<file path="config.mk">
export PLATFORM = sky130hd
export DESIGN_NAME = mult_share_arb
export DESIGN_NICKNAME = d
export VERILOG_FILES = /design/src/rtl/mult_share_arb.sv
export SDC_FILE = /design/constraint.sdc
export NUM_CORES = 1
export LEC_CHECK = 0
export ABC_CLOCK_PERIOD_IN_PS = 2100
export CAP_MARGIN = 30
export CORE_MARGIN = 5
export CORE_UTILIZATION = 45
export DETAILED_ROUTE_END_ITERATION = 8
export DONT_BUFFER_PORTS = 1
export GPL_ROUTABILITY_DRIVEN = 0
export PLACE_DENSITY_LB_ADDON = 0.08
export SYNTH_ARGS = -nofsm -noshare
export SYNTH_HDL_FRONTEND = slang
export SYNTH_SLANG_ARGS = --single-unit
</file>
<file path="constraint.sdc">
create_clock -name clk -period 2.1 [get_ports clk]
set_input_delay 0.315 -clock clk [delete_from_list [all_inputs] [get_ports clk]]
set_output_delay 0.315 -clock clk [all_outputs]
set_load 0.01 [all_outputs]
</file>
<file path="src/rtl/mult_share_arb.sv">
// Round-robin arbiter/sequencer sharing one 8x8 sequential multiplier between NREQ requesters.
// Optional watchdog on the multiplier done pulse: define MULT_SHARE_ARB_WDOG_EN.
module mult_share_arb #(
  parameter int unsigned NREQ = 4,
  parameter int unsigned IDW  = 2,
  parameter int unsigned TMO  = 15
) (
  input  logic              clk,
  input  logic              reset_a,
  input  logic [NREQ-1:0]   req,
  input  logic [NREQ*8-1:0] dataa_in,
  input  logic [NREQ*8-1:0] datab_in,
  output logic [NREQ-1:0]   gnt,
  output logic              mult_start,
  output logic [7:0]        mult_dataa,
  output logic [7:0]        mult_datab,
  input  logic              mult_done,
  input  logic [15:0]       mult_product,
  output logic              rsp_valid,
  output logic [IDW-1:0]    rsp_id,
  output logic [15:0]       rsp_product,
  output logic              rsp_err,
  input  logic              rsp_ready,
  output logic              busy
);

  typedef enum logic [1:0] {StIdle, StIssue, StWait, StResp} state_e;

  state_e          state_q, state_d;
  logic [IDW-1:0]  rr_q, rr_d;
  logic [IDW-1:0]  id_q, id_d;
  logic [NREQ-1:0] gnt_q, gnt_d;
  logic            start_q, start_d;
  logic [7:0]      a_q, a_d, b_q, b_d;
  logic            valid_q, valid_d;
  logic [15:0]     prod_q, prod_d;
  logic            err_q, err_d;
  logic            timeout;

  logic            found;
  logic [IDW-1:0]  win;
  logic [IDW-1:0]  idx;

  // First active requester at or after the rr pointer, wrapping.
  always_comb begin
    found = 1'b0;
    win   = '0;
    idx   = '0;
    for (int unsigned k = 0; k < NREQ; k++) begin
      idx = IDW'((32'(rr_q) + k) % NREQ);
      if (!found && req[idx]) begin
        found = 1'b1;
        win   = idx;
      end
    end
  end

`ifdef MULT_SHARE_ARB_WDOG_EN
  localparam int unsigned CW = $clog2(TMO + 1);
  logic [CW-1:0] cnt_q, cnt_d;

  always_comb begin
    cnt_d = cnt_q;
    if (state_q == StIssue) begin
      cnt_d = '0;
    end else if (state_q == StWait) begin
      cnt_d = cnt_q + 1'b1;
    end
  end

  // Fires on the TMO-th WAIT cycle without a done pulse.
  assign timeout = (state_q == StWait) && (cnt_q == CW'(TMO - 1));

  always_ff @(posedge clk or negedge reset_a) begin
    if (!reset_a) begin
      cnt_q <= '0;
    end else begin
      cnt_q <= cnt_d;
    end
  end
`else
  logic [31:0] unused_tmo;
  assign unused_tmo = TMO;
  assign timeout    = 1'b0;
`endif

  always_comb begin
    state_d = state_q;
    rr_d    = rr_q;
    id_d    = id_q;
    gnt_d   = '0;
    start_d = 1'b0;
    a_d     = a_q;
    b_d     = b_q;
    valid_d = valid_q;
    prod_d  = prod_q;
    err_d   = err_q;
    unique case (state_q)
      StIdle: begin
        if (found) begin
          gnt_d   = NREQ'(1) << win;
          a_d     = dataa_in[8*win +: 8];
          b_d     = datab_in[8*win +: 8];
          id_d    = win;
          rr_d    = (win == IDW'(NREQ - 1)) ? '0 : win + 1'b1;
          state_d = StIssue;
        end
      end
      StIssue: begin
        // Registered, so the start pulse lands exactly one cycle after the grant.
        start_d = 1'b1;
        state_d = StWait;
      end
      StWait: begin
        if (mult_done) begin
          prod_d  = mult_product;
          valid_d = 1'b1;
          err_d   = 1'b0;
          state_d = StResp;
        end else if (timeout) begin
          prod_d  = '0;
          valid_d = 1'b1;
          err_d   = 1'b1;
          state_d = StResp;
        end
      end
      StResp: begin
        if (rsp_ready) begin
          valid_d = 1'b0;
          err_d   = 1'b0;
          state_d = StIdle;
        end
      end
      default: state_d = StIdle;
    endcase
  end

  always_ff @(posedge clk or negedge reset_a) begin
    if (!reset_a) begin
      state_q <= StIdle;
      rr_q    <= '0;
      id_q    <= '0;
      gnt_q   <= '0;
      start_q <= 1'b0;
      a_q     <= '0;
      b_q     <= '0;
      valid_q <= 1'b0;
      prod_q  <= '0;
      err_q   <= 1'b0;
    end else begin
      state_q <= state_d;
      rr_q    <= rr_d;
      id_q    <= id_d;
      gnt_q   <= gnt_d;
      start_q <= start_d;
      a_q     <= a_d;
      b_q     <= b_d;
      valid_q <= valid_d;
      prod_q  <= prod_d;
      err_q   <= err_d;
    end
  end

  assign gnt         = gnt_q;
  assign mult_start  = start_q;
  assign mult_dataa  = a_q;
  assign mult_datab  = b_q;
  assign rsp_valid   = valid_q;
  assign rsp_id      = valid_q ? id_q : '0;
  assign rsp_product = prod_q;
  assign rsp_err     = err_q;
  assign busy        = (state_q != StIdle);

endmodule

</file>
==> reports/results.env, run 1 <==
WORST_SETUP_PATH_START_KIND='flop'
YS_FF_LATCH=44
SYNTHDISTINCTLIBCELLS=26
FINAL_MIN_PERIOD_OVER_CLOCK_PERIOD=0.866
RESULT_OF_THE_RUN='completed'
HOLDCRITSTARTPOINT='mult_product[11]'
DIE_X_UM=80.0
GRTUSAGEMET1=0.193
WORST_R2R_PATH_DEPTH=7
CRITPATHCAPTURETYPE='flop'
CTS_TREE='done'
DR.PASS1.ITERS=4
DP_HPWL_UM=3990
FINAL.HOLD.WORST_SLACK_NS=0.167
MAX_SLEW.WORST_PIN.SLEW_NS=0.813
SYNTHESIS.YOSYS.WARNINGS=0
HTREE_NUM_LEVELS=2
POWER.STATIC_LEAKAGE_nW=1.14
DP_CELLS=252
ROUTE.DETAILED.DRC=0
PEAKVDDDROP_uV=620
POST-ROUTE-CELL-AREA_SQ_UM=2410
FP.DIEAREA_SQ_UM=6400
GRT_UTIL_MET3=0.0655
SYNTH_AREA_SQ_UM=2200
MAX-CAP-VIOLATIONS=0
FINALSETUPVIOLATIONS=0
SYN_NETS=282
SETUP_TOTAL_NEGATIVE_SLACK_NS=0
HOLD_VIOL=0
GRTUSAGEMET2=0.262
PIN_COUNT=130
SEQ_AREA_FRAC_SYNTH=0.499
VIA_COUNT=1483
WORSTPATHREQUIRED_NS=2.22
NUM_ROWS=25
FIRST_PASS_GRT_WIRE_LENGTH_UM=7910
POWER.TOTAL_mW=3.67
TOP_USAGE_LAYER='met2'
MOSTFREQUENTLAYOUTCELL='sky130_fd_sc_hd__dfrtp_1'
START_UTIL=0.464
DIODES=0
ROUTED_VIA_DENSITY=5.66
FLOORPLAN.DIE.HEIGHT_UM=80.0
SYNTH_AREA_PER_CELL_SQ_UM=11.7
CRIT_START='state_q[0]'
CRIT-REG2REG-LAUNCH='state_q[0]'
CLK_PIN_SLEW_NS=0.08
POSTROUTEANTENNANETS=0
FINALWORSTPATHREQUIREDPERIOD_NS=1.82
ANTENNA_FOUND_INITIAL=0
CLOCK_LATENCY_NS=0.29
AREA_DELTA_SYNTH_FINAL_PCT=9.31
LAYOUT.FILLER_CELLS=443
CP_MAX_FO=18
CTS-ROOT-BUF='sky130_fd_sc_hd__clkbuf_8'
CP_DATA_ARRIVAL_TIME_NS=1.94
POST-ROUTE-UTIL=0.507
DRIVE_ABOVE_1_SHARE=0.169
GRTUSAGETOTAL=0.162
GLOBAL_ROUTE.OVERFLOW_TOTAL=0
GRT_START_MAX_NET_PINS=45
GRT_SETUP_UNREPAIRED='no'
MAX-CLOCK-PATH-BUFFERS=2
CRITPATHKIND='flop to flop'
POSTROUTEWIRELENGTH_UM=5220
CTS.REPAIR_TIMING.SETUP_BUFFER_COUNT=0
CLOCK_SINKS=44
HOLD_PATH_DEPTH=1
TIMING.SLEW.HEADROOM=0.458
HP-CLASS='primary input to flop'
REPORT.FINAL.SLEW_VIOL_COUNT=0
FIRST_GLOBAL_VIAS=1514
POST-PLACE-WS_NS=0.299
DRT_FIRST_ITER_VIOLATIONS=76
FIN_NETS=287
POWER_PER_CELL_AREA_nW_PER_UM2=1520
PORT-BUFFER-COUNT=0
FMAX_MHz=550
FIN_WORST_SKEW_NS=0.00473
FINAL_CELL_COUNT_NO_FILL=262
PLACED_AREA_SQ_UM=2270
MOST-COMMON-LAYOUT-CELLS='44 x sky130_fd_sc_hd__dfrtp_1, 33 x sky130_fd_sc_hd__mux2i_1, 26 x sky130_fd_sc_hd__nand2_1'
ROUTE.DETAILED.WL_PER_INST_UM=19.9
NETLIST_INSTANCES=189
FINAL.SETUP.WORST_SLACK_NS=0.281
CTS_MADE_BUFFERS=5
FLOORPLAN.CORE_AREA_SQ_UM=4750
==> synth_stat cells, drive strengths merged <==
master / n / share of area
dfrtp: 44 / 0.50
mux2i: 33 / 0.15
nand2: 27 / 0.047
mux2: 16 / 0.082
o221ai: 16 / 0.064
nor2: 8 / 0.014
inv: 7 / 0.012
buf: 5 / 0.022
ha: 5 / 0.028
and2: 4 / 0.011
clkbuf: 4 / 0.0068
o21ai: 4 / 0.011
a21o: 3 / 0.010
nand2b: 3 / 0.0085
a21oi: 2 / 0.0045
a211oi: 1 / 0.0034
a221oi: 1 / 0.0040
a32oi: 1 / 0.0074
conb: 1 / 0.0017
nor2b: 1 / 0.0028
nor3b: 1 / 0.0034
nor4: 1 / 0.0028
o32a: 1 / 0.0045
==> per-layer routing <==
metal,share of wire,up-vias,routed length [um]
li1,-,685,-
met1,0.39,716,2050
met2,0.50,75,2590
met3,0.094,7,489
met4,0.017,0,89
met5,0,-,0
==> final timing paths <==
kind / end / slack, ns
setup / recovery: mult_datab[0] / 0.28
hold / removal: rsp_product[11] / 0.17
setup reg to reg: mult_datab[0] / 0.28
hold reg to reg: id_q[1] / 0.51
max in group asynchronous: id_q[0] / 1.38
min in group asynchronous: rsp_product[3] / 0.53
==> power breakdown <==
group / internal [mW] / switching, mW / total (mW)
Clock: 0.266 / 0.285 / 0.551
Combinational: 0.666 / 0.719 / 1.39
Sequential: 1.26 / 0.469 / 1.73
Total: 2.20 / 1.47 / 3.67
==> worst max-delay path, stage by stage, from the launching register on <==
cell and delay, ns:
sky130_fd_sc_hd__dfrtp_1 0.41, sky130_fd_sc_hd__inv_1 0.08, sky130_fd_sc_hd__ha_1 0.24, sky130_fd_sc_hd__inv_1 0.14, sky130_fd_sc_hd__nor2_1 0.09, sky130_fd_sc_hd__buf_4 0.17
sky130_fd_sc_hd__o21ai_2 0.30, sky130_fd_sc_hd__o221ai_1 0.22
==> area by class of cell <==
| class | count | area [sq um] | share of cell area |
|---|---|---|---|
| clock buffers | 6 | 82.6 | 0.0343 |
| clock inverters | 2 | 15.0 | 0.00623 |
| inverters | 7 | 26.3 | 0.0109 |
| multi-input cells | 129 | 1010 | 0.421 |
| flip-flops and latches | 44 | 1100 | 0.457 |
| well taps | 67 | 83.8 | 0.0348 |
| repair buffers | 7 | 87.6 | 0.0363 |
==> flip-flops by register name, summed over array words and instances (netlist names) <==
name and count:
gnt 4, id_q 2, mult_dataa 8, mult_datab 8
mult_start 1, rr_q 2, rsp_product 16, rsp_valid 1
state_q 2
==> logic make-up (layout without fill, tap and decap cells) <==
group                      Yosys count  count (layout)  share of synthesized area
AOI/OAI and AO/OA                   29              29                      0.108
muxes                               49              49                      0.232
adders and majority gates            5               5                     0.0284
other                                1               1                    0.00170
DFF                                 44              44                      0.499
buffers and inverters               16              22                     0.0409
and+or+nand+nor                     45              45                     0.0897
==> timing repair <==
action | CTS | global route
gates resized for setup | 0 | 0
hold endpoints to repair | 44 | 0
hold buffers | 2 | 0
No activity file was read; power rests on OpenSTA's default activity.
==> inputs of run 2 (changes only) <==
--- a/config.mk
+++ b/config.mk
@@ -11,2 +11,3 @@
 export CORE_UTILIZATION = 45
+export CTS_CLUSTER_SIZE = 20
 export DETAILED_ROUTE_END_ITERATION = 8
==> constraint.sdc (replaced) <==
create_clock -name clk -period 2.1 [get_ports clk]
set_input_delay 0.21 -clock clk [delete_from_list [all_inputs] [get_ports clk]]
set_output_delay 0.21 -clock clk [all_outputs]
set_load 0.01 [all_outputs]
==> run 2 against run 1 <==
Against the previous run:
- largest power group unchanged
- critical path depth unchanged
- first-iteration DRC count decreased by 34%
- count of clock-buffer cells in the layout increased by 2
- sequential power about the same
- setup slack improved by 0.029 ns
- register-to-register slack improved by 0.03 ns
- via count increased by 0.13%
- sequential cell count unchanged
- die area unchanged
==> reports/results.env, run 2 (synthesis gave the netlist of run 1 again) <==
RESULT_OF_THE_RUN='completed'
FLOORPLAN.DIE.HEIGHT_UM=80.0  # unchanged
CTS-ROOT-BUF='sky130_fd_sc_hd__clkbuf_8'
HOLD_VIOL=0  # unchanged
MAX-CAP-VIOLATIONS=0  # unchanged
FINALWORSTPATHREQUIREDPERIOD_NS=1.79  # -0.0295 ns
CPPEAKSTAGEDELAY_NS=0.41  # about the same
PORT-BUFFER-COUNT=0  # unchanged
CP_MAX_FO=18  # unchanged
DRT_FIRST_ITER_VIOLATIONS=50  # -34%
DIODES=0  # unchanged
CRIT_START='state_q[0]'
HOLDCRITSTARTPOINT='mult_product[14]'
FIN_NETS=287  # unchanged
FINAL_CELL_COUNT_NO_FILL=262  # unchanged
REPORT.FINAL.SLEW_VIOL_COUNT=0  # unchanged
DR.PASS1.ITERS=4  # unchanged
WORSTPATHREQUIRED_NS=2.23  # about the same
POWER_PER_CELL_AREA_nW_PER_UM2=1510  # -0.58%
FIRST_GLOBAL_VIAS=1562  # +3.2%
DP_HPWL_UM=3900  # -2.2%
MAX-CLOCK-PATH-BUFFERS=2  # unchanged
FINAL_MIN_PERIOD_OVER_CLOCK_PERIOD=0.852  # -0.0140
PIN_COUNT=130  # unchanged
POST-ROUTE-CELL-AREA_SQ_UM=2400  # -0.31%
POWER.TOTAL_mW=3.64  # -0.89%
CRITPATHCAPTURETYPE='flop'
DP_CELLS=252  # unchanged
FP.DIEAREA_SQ_UM=6400  # unchanged
PEAKVDDDROP_uV=643  # +3.7%
CRIT_FAMILY='compound AO/OA/AOI/OAI gates'
POSTROUTEANTENNANETS=0  # unchanged
PLACED_AREA_SQ_UM=2270  # unchanged
CRIT_CHAIN='inv_1 > ha_1 > inv_1 > nor2_1 > buf_4 > o21ai_2 > o221ai_1'
FMAX_MHz=559  # +1.6%
DRIVE_ABOVE_1_SHARE=0.159  # -0.0103
MOST-COMMON-LAYOUT-CELLS='44 x sky130_fd_sc_hd__dfrtp_1, 33 x sky130_fd_sc_hd__mux2i_1, 26 x sky130_fd_sc_hd__nand2_1'
CRIT_PATH_TOP_DELAY_CELL='sky130_fd_sc_hd__dfrtp_1'
FINALSETUPVIOLATIONS=0  # unchanged
DIE_X_UM=80.0  # unchanged
POSTROUTEWIRELENGTH_UM=5130  # -1.7%
LARGEST_REGISTER_FFS=16  # unchanged
SETUP_TOTAL_NEGATIVE_SLACK_NS=0  # unchanged
ROUTE.DETAILED.WL_PER_INST_UM=19.6  # -1.7%
CTS_MADE_BUFFERS=5  # unchanged
CLOCK_SINKS=44  # unchanged
FIN_WORST_SKEW_NS=0.00329  # -0.00144 ns
CTS.REPAIR_TIMING.SETUP_BUFFER_COUNT=0  # unchanged
START_UTIL=0.464  # unchanged
MOSTFREQUENTLAYOUTCELL='sky130_fd_sc_hd__dfrtp_1'
FOOTPRINT_OF_THE_MULTI_INPUT_GATES_SQ_UM=1010  # unchanged
ANTENNA_FOUND_INITIAL=0  # unchanged
WORST_SETUP_PATH_START_KIND='flop'
GRTUSAGETOTAL=0.159  # -0.00242
TIMING.CRITICAL_PATH.BUF_INV=3  # unchanged
CLK_PIN_SLEW_NS=0.08  # about the same
ROUTED_VIA_DENSITY=5.67  # +0.13%
FIRST_PASS_GRT_WIRE_LENGTH_UM=7760  # -1.9%
FLOORPLAN.CORE_AREA_SQ_UM=4750  # unchanged
CP_DATA_ARRIVAL_TIME_NS=1.92  # -0.02 ns
TIMING.SLEW.HEADROOM=0.464  # +0.00652
GRT_START_MAX_NET_PINS=45  # unchanged
MAX_SLEW.WORST_PIN.SLEW_NS=0.803  # -0.00978 ns
CLOCK_LATENCY_NS=0.29  # about the same
POWER.STATIC_LEAKAGE_nW=1.14  # +0.18%
CTS_TREE='done'
CRIT-REG2REG-LAUNCH='state_q[0]'
ROUTE.DETAILED.DRC=0  # unchanged
GRT_SETUP_UNREPAIRED='no'
VIA_COUNT=1485  # +0.13%
AREA_DELTA_SYNTH_FINAL_PCT=8.97
HTREE_NUM_LEVELS=2  # unchanged
GLOBAL_ROUTE.OVERFLOW_TOTAL=0  # unchanged
CRITPATHKIND='flop to flop'
REGISTER_AREA_SQ_UM=1100  # unchanged
CRITICAL_PATH_S_MOST_FREQUENT_CELL='sky130_fd_sc_hd__inv_1'
HP-CLASS='primary input to flop'
NUM_ROWS=25  # unchanged
LAYOUT.FILLER_CELLS=448  # +1.1%
[run 2: stage by stage]
stage	hold WS (ns)	util	setup WS, ns
finish	0.0661	0.505	0.310
global route	0.0422	0.505	0.152
CTS	0.0524	0.505	0.312
detailed placement	-0.0843	0.478	0.324
global placement	-0.0844	0.478	0.394
floorplan	-0.0856	-	0.397
[run 2: report_power, final]
group	leakage, nW	internal (mW)	switching, mW
Sequential	0.536	1.26	0.467
Combinational	0.563	0.664	0.705
Clock	0.0455	0.268	0.268
[run 2: routing by layer]
layer | track usage | part of all wire
met1 | 0.181 | 0.38
met2 | 0.265 | 0.52
met3 | 0.0722 | 0.10
met4 | 0.0507 | 0.0055
met5 | 0 | 0
[run 2: final timing paths]
kind / end / slack, ns / depth (start not counted)
min: rsp_product[14] / 0.07 / 1
min reg2reg: id_q[1] / 0.52 / 2
max in group asynchronous: mult_dataa[7] / 1.47 / 2
min in group asynchronous: gnt[1] / 0.43 / 2
max: mult_datab[4] / 0.31 / 7
max reg2reg: mult_datab[4] / 0.31 / 7
[run 2: final cells by class]
class                      count  area share
timing repair buffer           7      0.0365
sequential                    44       0.458
multi-input combinational    129       0.422
tap                           67      0.0349
clock buffer                   8      0.0375
inverter                       7      0.0109
[run 2: worst register-to-register path: stages (launching register included)]
cell	delay, ns
sky130_fd_sc_hd__dfrtp_1	0.41
sky130_fd_sc_hd__inv_1	0.08
sky130_fd_sc_hd__ha_1	0.25
sky130_fd_sc_hd__inv_1	0.14
sky130_fd_sc_hd__nor2_1	0.08
sky130_fd_sc_hd__buf_4	0.16
sky130_fd_sc_hd__o21ai_2	0.30
sky130_fd_sc_hd__o221ai_1	0.22
[run 2: timing repair]
item,in CTS,in global routing
hold endpoints to repair,44,0
hold buffers,2,0
endpoints found under the setup margin,0,0
resized for setup,0,0
==> inputs of run 3 (changes only) <==
Settings changed: CORE_MARGIN 5 to 10, CORE_UTILIZATION 45 to 31, SETUP_SLACK_MARGIN from default to 0.05.
==> run 3 against run 2 <==
Against the previous run:
- non-clock buffer count shrank 1
- critical endpoint unchanged
- register-to-register slack worse by 0.11 ns
- utilization is 15 points lower
- sequential cell count stayed put
- combinational power about the same
==> reports/results.env, run 3 (synthesis gave the netlist of run 1 again) <==
GRTUSAGETOTAL=0.109  # -0.0501
ROUTE.DETAILED.DRC=0  # unchanged
DRIVE_ABOVE_1_SHARE=0.170  # +0.0111
POSTROUTEANTENNANETS=0  # unchanged
CLOCK_SINKS=44  # unchanged
DR.PASS1.ITERS=4  # unchanged
MAX_SLEW.WORST_PIN.SLEW_NS=0.823  # +0.0197 ns
CTS-ROOT-BUF='sky130_fd_sc_hd__clkbuf_8'
FIRST_PASS_GRT_WIRE_LENGTH_UM=9560  # +23%
WORST_SETUP_PATH_START_KIND='flop'
GRT_START_MAX_NET_PINS=45  # unchanged
HTREE_NUM_LEVELS=2  # unchanged
GLOBAL_ROUTE.OVERFLOW_TOTAL=0  # unchanged
FINALWORSTPATHREQUIREDPERIOD_NS=1.90  # +0.106 ns
FIN_NETS=286  # -0.35%
SETUP_TOTAL_NEGATIVE_SLACK_NS=0  # unchanged
PLACED_AREA_SQ_UM=2300  # +1.3%
VIA_COUNT=1465  # -1.3%
MAX-CLOCK-PATH-BUFFERS=2  # unchanged
FINAL_MIN_PERIOD_OVER_CLOCK_PERIOD=0.903  # +0.0504
FP.DIEAREA_SQ_UM=10900  # +70%
DRT_FIRST_ITER_VIOLATIONS=36  # -28%
REPORT.FINAL.SLEW_VIOL_COUNT=0  # unchanged
PIN_COUNT=130  # unchanged
ROUTE.DETAILED.WL_PER_INST_UM=21.2  # +8.4%
START_UTIL=0.321  # -0.143
FLOORPLAN.CORE_AREA_SQ_UM=6870  # +44%
HOLD_VIOL=0  # unchanged
CP_MAX_FO=26  # +8
FLOORPLAN.DIE.HEIGHT_UM=104  # +30%
CTS_MADE_BUFFERS=5  # unchanged
MOST-COMMON-LAYOUT-CELLS='44 x sky130_fd_sc_hd__dfrtp_1, 33 x sky130_fd_sc_hd__mux2i_1, 26 x sky130_fd_sc_hd__nand2_1'
DP_HPWL_UM=4880  # +25%
FINALSETUPVIOLATIONS=0  # unchanged
TIMING.SLEW.HEADROOM=0.451  # -0.0130
CLOCK_LATENCY_NS=0.29  # about the same
FMAX_MHz=528  # -5.6%
POWER.TOTAL_mW=3.76  # +3.5%
DIE_X_UM=104  # +30%
CP_DATA_ARRIVAL_TIME_NS=2.04  # +0.12 ns
PEAKVDDDROP_uV=512  # -20%
WORSTPATHREQUIRED_NS=2.24  # about the same
NUM_ROWS=30  # +20%
AREA_DELTA_SYNTH_FINAL_PCT=11.4
CTS.REPAIR_TIMING.SETUP_BUFFER_COUNT=0  # unchanged
FIN_WORST_SKEW_NS=0.00837  # +0.00509 ns
RESULT_OF_THE_RUN='completed'
PORT-BUFFER-COUNT=0  # unchanged
ROUTED_VIA_DENSITY=5.05  # -11%
ANTENNA_FOUND_INITIAL=0  # unchanged
POWER_PER_CELL_AREA_nW_PER_UM2=1530  # +1.3%
CTS_TREE='done'
CRITPATHKIND='flop to flop'
CLK_PIN_SLEW_NS=0.09  # about the same
MAX-CAP-VIOLATIONS=0  # unchanged
GRT_SETUP_UNREPAIRED='no'
CRITPATHCAPTURETYPE='flop'
HP-CLASS='primary input to flop'
POWER.STATIC_LEAKAGE_nW=1.15  # +0.30%
FIRST_GLOBAL_VIAS=1715  # +9.8%
LARGEST_REGISTER_FFS=16  # unchanged
DIODES=0  # unchanged
MOSTFREQUENTLAYOUTCELL='sky130_fd_sc_hd__dfrtp_1'
POSTROUTEWIRELENGTH_UM=6150  # +20%
POST-ROUTE-CELL-AREA_SQ_UM=2450  # +2.2%
==> run 3: changes by cell type in the layout (fill, tap and decap cells not counted), sizes merged <==
cell	delta
clkinvlp	+1
clkinv	+1
buf	-1
clkbuf	-3
bufinv	+1
==> run 3: area by class of cell <==
class | instances | area [sq um]
Clock buffer | 5 | 68.8
Clock inverter | 3 | 42.5
Fill cell | 677 | 4410
Inverter | 7 | 26.3
Multi-Input combinational cell | 129 | 1020
Sequential cell | 44 | 1100
Tap cell | 96 | 120
Timing Repair Buffer | 6 | 80.1
==> run 3: stage by stage <==
stage          hold slack (ns)  setup WS (ns)   util  instances
2_1_floorplan          -0.0856          0.397      -        189
3_3_place_gp           -0.0841          0.325  0.335        280
3_5_place_dp           -0.0841          0.220  0.335        280
4_1_cts                 0.0446          0.198  0.357        290
5_1_grt                 0.0434         0.0981  0.357        290
6_report                0.0568          0.204  0.357        290
==> run 3: path summary, 6_finish.rpt <==
kind | from | end | slack [ns] | cells after the start
min in group asynchronous | reset_a | mult_dataa[0] | 0.43 | 2
min | mult_product[8] | rsp_product[8] | 0.06 | 1
max in group asynchronous | reset_a | rsp_product[13] | 1.46 | 2
max | rr_q[1] | mult_datab[4] | 0.20 | 6
min reg2reg | id_q[0] | id_q[0] | 0.49 | 1
max reg2reg | rr_q[1] | mult_datab[4] | 0.20 | 6
==> run 3: critical path, stage by stage (launching register included) <==
cell,delay (ns)
sky130_fd_sc_hd__dfrtp_1,0.45
sky130_fd_sc_hd__mux2i_1,0.26
sky130_fd_sc_hd__a32oi_2,0.10
sky130_fd_sc_hd__nand2_2,0.25
sky130_fd_sc_hd__buf_12,0.24
sky130_fd_sc_hd__mux2i_1,0.27
sky130_fd_sc_hd__o221ai_1,0.15
==> run 3: what timing repair did <==
| item | 4_1_cts | 5_1_grt |
|---|---|---|
| endpoints found under the setup margin | 0 | 11 |
| resized for setup | 0 | 1 |
| hold buffers | 2 | 0 |
| endpoints found under the hold margin | 44 | 0 |
==> run 3: power by group <==
group	switching, mW	total, mW	internal, mW
Combinational	0.719	1.38	0.657
Sequential	0.485	1.75	1.26
Clock	0.289	0.641	0.352
==> run 3: per-layer routing <==
layer,part of all wire,routed length (um),global-route usage,vias to the layer above
met5,0,0,0,-
met4,0.013,78,0.0398,0
met3,0.12,721,0.0558,7
met2,0.49,3000,0.169,82
met1,0.38,2350,0.126,692
li1,-,-,-,684
